$ cat src/rtl/out_serializer.sv
// out_serializer: start/stop framed parallel-to-serial transmitter, LSB first.
// Ports: clk, clear (sync, active-high), load/data/ready handshake, tx, busy, done.
// Optional even-parity slot before STOP when OUT_SERIALIZER_PARITY_EN is defined.
module out_serializer #(
  parameter int WIDTH        = 8,
  parameter int CLKS_PER_BIT = 4
) (
  input  logic             clk,
  input  logic             clear,
  input  logic             load,
  input  logic [WIDTH-1:0] data,
  output logic             ready,
  output logic             tx,
  output logic             busy,
  output logic             done
);

  localparam int BCW = $clog2(WIDTH) + 1;
  localparam int BDW = $clog2(CLKS_PER_BIT) + 1;
  localparam logic [BCW-1:0] LAST_BIT  = BCW'(WIDTH - 1);
  localparam logic [BDW-1:0] LAST_BAUD = BDW'(CLKS_PER_BIT - 1);

  typedef enum logic [2:0] {
    IDLE,
    START,
    DATA,
`ifdef OUT_SERIALIZER_PARITY_EN
    PAR,
`endif
    STOP
  } state_e;

  state_e           state_q, state_d;
  logic [WIDTH-1:0] shift_q, shift_d;
  logic [BCW-1:0]   bit_q, bit_d;
  logic [BDW-1:0]   baud_q, baud_d;
  logic             tx_q, tx_d;
  logic             baud_end;
`ifdef OUT_SERIALIZER_PARITY_EN
  logic             par_q, par_d;
`endif

  assign baud_end = (baud_q == LAST_BAUD);

  // tx_d is the line level for the state being entered, so the
  // registered tx stays aligned with state_q.
  always_comb begin
    state_d = state_q;
    shift_d = shift_q;
    bit_d   = bit_q;
    baud_d  = baud_q;
    tx_d    = tx_q;
`ifdef OUT_SERIALIZER_PARITY_EN
    par_d   = par_q;
`endif
    if (state_q != IDLE) begin
      baud_d = baud_end ? '0 : baud_q + 1'b1;
    end
    unique case (state_q)
      IDLE: begin
        tx_d = 1'b1;
        if (load) begin
          shift_d = data;
          bit_d   = '0;
          baud_d  = '0;
          state_d = START;
          tx_d    = 1'b0;
`ifdef OUT_SERIALIZER_PARITY_EN
          par_d   = ^data;
`endif
        end
      end
      START: begin
        if (baud_end) begin
          state_d = DATA;
          tx_d    = shift_q[0];
        end
      end
      DATA: begin
        if (baud_end) begin
          shift_d = shift_q >> 1;
          bit_d   = bit_q + 1'b1;
          if (bit_q == LAST_BIT) begin
`ifdef OUT_SERIALIZER_PARITY_EN
            state_d = PAR;
            tx_d    = par_q;
`else
            state_d = STOP;
            tx_d    = 1'b1;
`endif
          end else begin
            tx_d = shift_d[0];
          end
        end
      end
`ifdef OUT_SERIALIZER_PARITY_EN
      PAR: begin
        if (baud_end) begin
          state_d = STOP;
          tx_d    = 1'b1;
        end
      end
`endif
      STOP: begin
        tx_d = 1'b1;
        if (baud_end) begin
          state_d = IDLE;
        end
      end
      default: begin
        state_d = IDLE;
        tx_d    = 1'b1;
      end
    endcase
  end

  always_ff @(posedge clk) begin
    if (clear) begin
      state_q <= IDLE;
      shift_q <= '0;
      bit_q   <= '0;
      baud_q  <= '0;
      tx_q    <= 1'b1;
`ifdef OUT_SERIALIZER_PARITY_EN
      par_q   <= 1'b0;
`endif
    end else begin
      state_q <= state_d;
      shift_q <= shift_d;
      bit_q   <= bit_d;
      baud_q  <= baud_d;
      tx_q    <= tx_d;
`ifdef OUT_SERIALIZER_PARITY_EN
      par_q   <= par_d;
`endif
    end
  end

  assign tx    = tx_q;
  assign ready = (state_q == IDLE);
  assign busy  = (state_q != IDLE);
  assign done  = (state_q == STOP) && baud_end;

endmodule

$ cat config.mk
export PLATFORM = sky130hd
export DESIGN_NAME = out_serializer
export DESIGN_NICKNAME = d
export VERILOG_FILES = /design/src/rtl/out_serializer.sv
export SDC_FILE = /design/constraint.sdc
export NUM_CORES = 1
export LEC_CHECK = 0
export ABC_AREA = 0
export CORE_MARGIN = 2
export CORE_UTILIZATION = 25
export CTS_BUF_LIST = sky130_fd_sc_hd__clkbuf_8
export DETAILED_ROUTE_END_ITERATION = 8
export DONT_BUFFER_PORTS = 1
export PLACE_DENSITY = 0.35
export SYNTH_ARGS = -nofsm -noshare
export SYNTH_HDL_FRONTEND = slang
export SYNTH_SLANG_ARGS = --single-unit
export TNS_END_PERCENT = 50
$ cat constraint.sdc
create_clock -name clk -period 3.5 [get_ports clk]
set_input_delay 0.525 -clock clk [delete_from_list [all_inputs] [get_ports clk]]
set_output_delay 0.525 -clock clk [all_outputs]
set_load 0.05 [all_outputs]
# --- Word level (Yosys, flattened, before mapping) ---
# Cells that the tools add are included.
word_totals:
  ff_bits: 19
  latch_bits: 0
  mem_bits_rw: 0
  mem_bits_ro: 0
  input_bits: 11
  out_inout_bits: 4
  word_cells: 45
  mem_count: 0
op_classes:
  addsub: 2
  mul: 0
  n_div: 0
  magnitude_cmp: 0
  eq_ne: 10
  shift: 0
  mux: 21
  bitwise_logic: 0
  reduce_logical: 7
op_table:
  columns: ["op", "count"]
  rows:
  - ["$mux 3", 9]
  - ["$mux 8", 2]
  - ["$pmux 8 s2", 1]
  - ["$pmux 3 s4", 1]
  - ["$ne 2x2->1 const B", 5]
  - ["$eq 3x2->1 const B", 3]
  - ["$mux 4", 2]
  - ["$pmux 4 s2", 1]
  - ["$reduce_and 5->1", 1]
  - ["$add 4x1->4 const B", 1]
  - ["$eq 4x3->1 const B", 1]
  - ["$mux 1", 4]
  - ["$add 3x1->3 const B", 1]
  - ["$eq 3x1->1 const B", 1]
  - ["$logic_not 3->1", 1]
  - ["$pmux 1 s3", 1]
  - ["$reduce_and 3->1", 1]
  - ["$reduce_bool 3->1", 1]
  - ["$reduce_and 2->1", 1]
  - ["$reduce_bool 2->1", 1]
  - ["$logic_and 1x1->1", 1]

# --- Logic depth before layout (Yosys ltp) ---
logic_depth:
  depth_word: 5
  depth_mapped: 7
  mapped_depth_nobuf: 6

# --- Worst setup path after synthesis ---
# Ideal clock, no wire load.
synth_timing:
  kind: "reg2reg"
  startpoint: "register state_q[0]"
  endpoint: "register shift_q[4]"
  setup_ns: 0.079
  arrival_time_ns: 1.906
  required_ns: 3.421
  slack_ns: 1.515
  stages_incl_launch_ff: 8
  path_buffers: 1
  synth_period_minus_slack_ns: 1.985
  path_cell_list: "dfxtp_1 -> inv_1 -> ha_1 -> and2b_1 -> a211oi_4 -> buf_6 -> nor2_1 -> a211oi_2"
synth_via:
  elab_chain_len: 3
  word_cells_on_any_way: 7
  classes_between: "3 x eq/ne; 1 x mux; 3 x reduce/logical"
synth_lines:
  columns: ["element", "line", "text"]
  rows:
  - ["start, declared", "33", "state_e state_q, state_d;"]
  - ["start signal, assigned", "128", "state_q <= state_d;"]
  - ["$logic_not 3->1 (*)", null, null]
  - ["net ready", "12", "output logic ready,"]
  - ["$ne 2x2->1 (no line) / $reduce_bool 2->1 (equally long branches)", null, null]
  - ["$reduce_and 3->1 (no line)", null, null]
  - ["end signal, assigned", "129", "shift_q <= shift_d;"]
  - ["end, declared", "34", "logic [WIDTH-1:0] shift_q, shift_d;"]
# Mark *: on every way through the listed nets, which the timed path passes. The rest lies on a longest branch.
# A chain may end at the register's enable or synchronous reset.

# --- Worst setup path in the final report ---
layout_timing:
  startpoint: "register state_q[0]"
  endpoint: "register shift_q[0]"
# Same word-level chain as after synthesis.

==> impl_results.html <==
<table>
<tr><th>Metric</th><th>Value</th></tr>
<tr><th colspan="2">Finish</th></tr>
<tr><td>Proportion of layout cells with a drive suffix above 1</td><td>11.9%</td></tr>
<tr><td>Post-layout net count</td><td>120</td></tr>
<tr><td>Fill cell instance count of the final layout</td><td>399</td></tr>
<tr><td>Synth-to-Final Area Change</td><td>9.20%</td></tr>
<tr><td>Final core area utilization</td><td>between 20% and 30%</td></tr>
<tr><td>Inserted Diodes</td><td>0</td></tr>
<tr><th colspan="2">Global routing</th></tr>
<tr><td>Most heavily used metal layer in global routing</td><td>met2</td></tr>
<tr><td>Vias in the first global route</td><td>roughly 730</td></tr>
<tr><td>Maximum number of pins on one net before global-route repair</td><td>17</td></tr>
<tr><td>Total global routing track utilization</td><td>10.2%</td></tr>
<tr><td>Number of antenna violations at the first check in global routing</td><td>0</td></tr>
<tr><td>Sum of overflow across all layers after global routing</td><td>0</td></tr>
<tr><td>Met3 Track Usage GR</td><td>under 10%</td></tr>
<tr><td>First-pass GRT wire length</td><td>between 3000 and 4000 um</td></tr>
<tr><td>M1 GR Usage</td><td>12.8%</td></tr>
<tr><td>GR met2 Demand/Resource</td><td>16.2%</td></tr>
<tr><th colspan="2">Route</th></tr>
<tr><td>Residual antenna-violating net count after detailed routing</td><td>0</td></tr>
<tr><td>Routed vias/inst</td><td>4.73</td></tr>
<tr><td>DRT iter0 DRCs</td><td>16</td></tr>
<tr><td>DRC viols</td><td>0</td></tr>
<tr><td>Routed WL</td><td>roughly 1900 um</td></tr>
<tr><td>Drt pass-1 iters</td><td>4</td></tr>
<tr><td>Routed length per placed instance</td><td>12.6 um</td></tr>
<tr><td>Via count of the routed design</td><td>705</td></tr>
<tr><th colspan="2">Pwr</th></tr>
<tr><td>Maximum VDD drop</td><td>0.358 mV</td></tr>
<tr><td>Power density normalized to cell area</td><td>938 nW/um^2</td></tr>
<tr><td>P_leak</td><td>roughly 0.00038 uW</td></tr>
<tr><th colspan="2">Setup path</th></tr>
<tr><td>Beginning of the worst register-to-register path</td><td>state_q[0]</td></tr>
<tr><td>Highest net fanout along the worst path</td><td>16</td></tr>
<tr><td>Data required time of the critical path</td><td>3.65 ns</td></tr>
<tr><td>Worst setup path start</td><td>state_q[0]</td></tr>
<tr><td>Setup crit start kind</td><td>flop</td></tr>
<tr><td>Critical path capture point type</td><td>flop</td></tr>
<tr><td>Flop-to-flop setup slack</td><td>about 1.1 ns</td></tr>
<tr><td>Critical path class</td><td>flop to flop</td></tr>
<tr><td>Arrival time worst endpoint</td><td>about 2.6 ns</td></tr>
<tr><th colspan="2">Synthesis</th></tr>
<tr><td>Distinct cell type count after synthesis</td><td>33</td></tr>
<tr><td>Main area contributors after synthesis</td><td>dfxtp_1 (38%), ha_1 (9.2%), mux2i_1 (8.4%), nor2_1 (5.9%), a211oi_1 (3.9%)</td></tr>
<tr><td>Mapped cell area</td><td>952 sq um</td></tr>
<tr><td>Portion of the post-synthesis area used by sequential elements</td><td>37.8%</td></tr>
<tr><td>Per-instance average area after synthesis</td><td>9.43 sq um</td></tr>
<tr><td>Register bit count reported by yosys</td><td>18</td></tr>
<tr><td>Synth area leader</td><td>dfxtp_1</td></tr>
<tr><td>Proportion of netlist area held by the largest area contributor</td><td>37.8%</td></tr>
<tr><td>Gate count after technology mapping</td><td>101</td></tr>
<tr><td>Net count after synthesis</td><td>between 100 and 150</td></tr>
<tr><td>Number of warnings reported in the yosys synthesis log</td><td>0</td></tr>
<tr><th colspan="2">STA</th></tr>
<tr><td>Fin Clk Skew</td><td>0.00844 ns</td></tr>
<tr><td>Number of slew-limit violations in the final report</td><td>0</td></tr>
<tr><td>Number of setup violations in the final report</td><td>0</td></tr>
<tr><td>Maximum operating frequency</td><td>409 MHz</td></tr>
<tr><td>Crit path time final</td><td>2.45 ns</td></tr>
<tr><td>RSZ-0062 raised after global routing</td><td>false</td></tr>
<tr><td>Summed negative setup slack over all endpoints</td><td>0 ns</td></tr>
<tr><td>Slew at the pin closest to its max-slew limit</td><td>0.893 ns</td></tr>
<tr><td>Final Cycle Share</td><td>~70%</td></tr>
<tr><td>Max-Slew Margin vs Limit</td><td>roughly two fifths</td></tr>
<tr><td>Hold violation total from the final report</td><td>0</td></tr>
<tr><th colspan="2">Clock network</th></tr>
<tr><td>CTS resizes</td><td>0</td></tr>
<tr><td>Num Clock Sinks</td><td>18</td></tr>
<tr><td>CTS H-tree depth</td><td>1</td></tr>
<tr><td>Worst-skew pair later-pin latency</td><td>0.26 ns</td></tr>
<tr><td>Post-CTS Repair Setup Buffers</td><td>0</td></tr>
<tr><td>Buffer cell driving the clock tree root</td><td>clkbuf_8</td></tr>
<tr><td>TritonCTS clock tree</td><td>yes</td></tr>
<tr><td>Number of hold buffers added after cts</td><td>0</td></tr>
<tr><td>Bufs on Longest Clock Path</td><td>2</td></tr>
<tr><td>Clk pin slew, worst setup/hold paths</td><td>around 0.080 ns</td></tr>
<tr><td>Num CTS Buffers</td><td>3</td></tr>
<tr><th colspan="2">Floorplanning</th></tr>
<tr><td>Number of rows in the core area</td><td>22</td></tr>
<tr><td>Width of the die</td><td>65.7 um</td></tr>
<tr><td>Chip height</td><td>around 66 um</td></tr>
<tr><td>Initial core utilization</td><td>between 20% and 30%</td></tr>
<tr><td>Placeable core area</td><td>3660 sq um</td></tr>
<tr><td>Floorplan die area</td><td>4320 sq um</td></tr>
<tr><td>Number of top-level pins</td><td>15</td></tr>
<tr><th colspan="2">Placement</th></tr>
<tr><td>Placer Congestion</td><td>0.690</td></tr>
<tr><td>Port Buffer Count</td><td>0</td></tr>
<tr><td>HPWL after DPL</td><td>1350 um</td></tr>
<tr><th colspan="2">Hold path</th></tr>
<tr><td>Min-Delay Path Class</td><td>primary input to flop</td></tr>
<tr><td>Hold_sp</td><td>clear</td></tr>
<tr><th colspan="2">Status</th></tr>
<tr><td>Run status</td><td>finished clean</td></tr>
<tr><th colspan="2">Job</th></tr>
<tr><td>Maxcap violations</td><td>0</td></tr>
</table>
worst paths after layout:
path	to	cells after the start
setup reg to reg	shift_q[0]	6
setup / recovery	shift_q[0]	6
hold / removal	state_q[1]	1
hold reg to reg	baud_q[2]	2
power breakdown:
| group | internal (uW) | total (uW) | leakage, uW | switching (uW) |
|---|---|---|---|---|
| logic | 169 | 479 | 0.000204 | 310 |
| clock network | 100 | 173 | 0.0000288 | 73.2 |
| registers | 267 | 323 | 0.000148 | 56.4 |
metal layers:
metal / wire length (um) / vias to the layer above
met2: 898 / 11
met1: 885 / 338
met3: 81 / 2
li1: - / 354
met5: 0 / -
met4: 18 / 0
metrics by stage:
step	area (sq um)	std cells	power, uW	hold slack (ns)	setup slack (ns)
after detailed placement	985	145	810	0.457	1.06
final	1040	149	976	0.324	1.05
after CTS	1040	149	990	0.319	1.04
after global routing	1040	149	1060	0.315	0.804
after global placement	985	145	813	0.447	1.08
after floorplan	952	101	756	0.434	1.51
area by class of cell:
type,instances,area [sq um],area share [%]
Clock buffer,4,55.1,5.29
Inverter,5,18.8,1.81
Multi-Input combinational cell,74,546,52.5
Sequential cell,18,360,34.7
Tap cell,48,60.1,5.78
synth_stat cells:
cell type  instances
nand2_1            5
and3b_1            1
a31o_2             1
ha_1               7
or2_1              1
and2_1             1
nand3_1            1
dfxtp_1           18
nor2_2             1
inv_1              5
buf_6              1
a211oi_1           5
and3_1             1
o21ai_0            1
a21oi_1            5
a22oi_1            2
or2_2              1
a211oi_4           1
nor3_1             1
a2111oi_2          1
a2111oi_1          1
and2b_1            1
nor2_1            15
nand2b_1           3
nand4_1            1
nand3b_1           1
a211oi_2           3
buf_2              1
mux2i_1            8
xnor2_1            3
buf_4              1
clkbuf_1           1
a31oi_1            2
logic make-up after synthesis:
| kind of cell | after synthesis | synth area share, % |
|---|---|---|
| AO/OA/AOI/OAI | 22 | 19.6 |
| multiplexers | 8 | 8.41 |
| adder cells (fa/ha/maj) | 7 | 9.20 |
| buffers and inverters | 9 | 4.86 |
| AND/OR/NAND/NOR | 34 | 17.3 |
| XOR/XNOR | 3 | 2.76 |
| flip-flops | 18 | 37.8 |
layout by cell type, fill, tap and decap left out, types with 2 or more instances in the layout:
cell,count
a211oi_2,3
a21oi_1,5
a22oi_1,2
clkbuf_8,4
dfxtp_1,18
nand2_1,5
nand2b_1,3
a31oi_1,2
mux2i_1,8
nor2_1,15
xnor2_1,3
ha_1,7
a211oi_1,5
inv_1,5
sequential cells by signal, summed over array words and instances, names as in the netlist:
signal,flops
baud_q,3
bit_q,4
shift_q,8
state_q,2
tx,1
worst max-delay path: stages (launching register included):
cell      delay, ns
dfxtp_1        0.40
inv_1          0.08
ha_1           0.46
and2b_1        0.39
a211oi_4       0.66
mux2i_1        0.25
a21oi_1        0.08
Power figures use the tool's default switching activity.
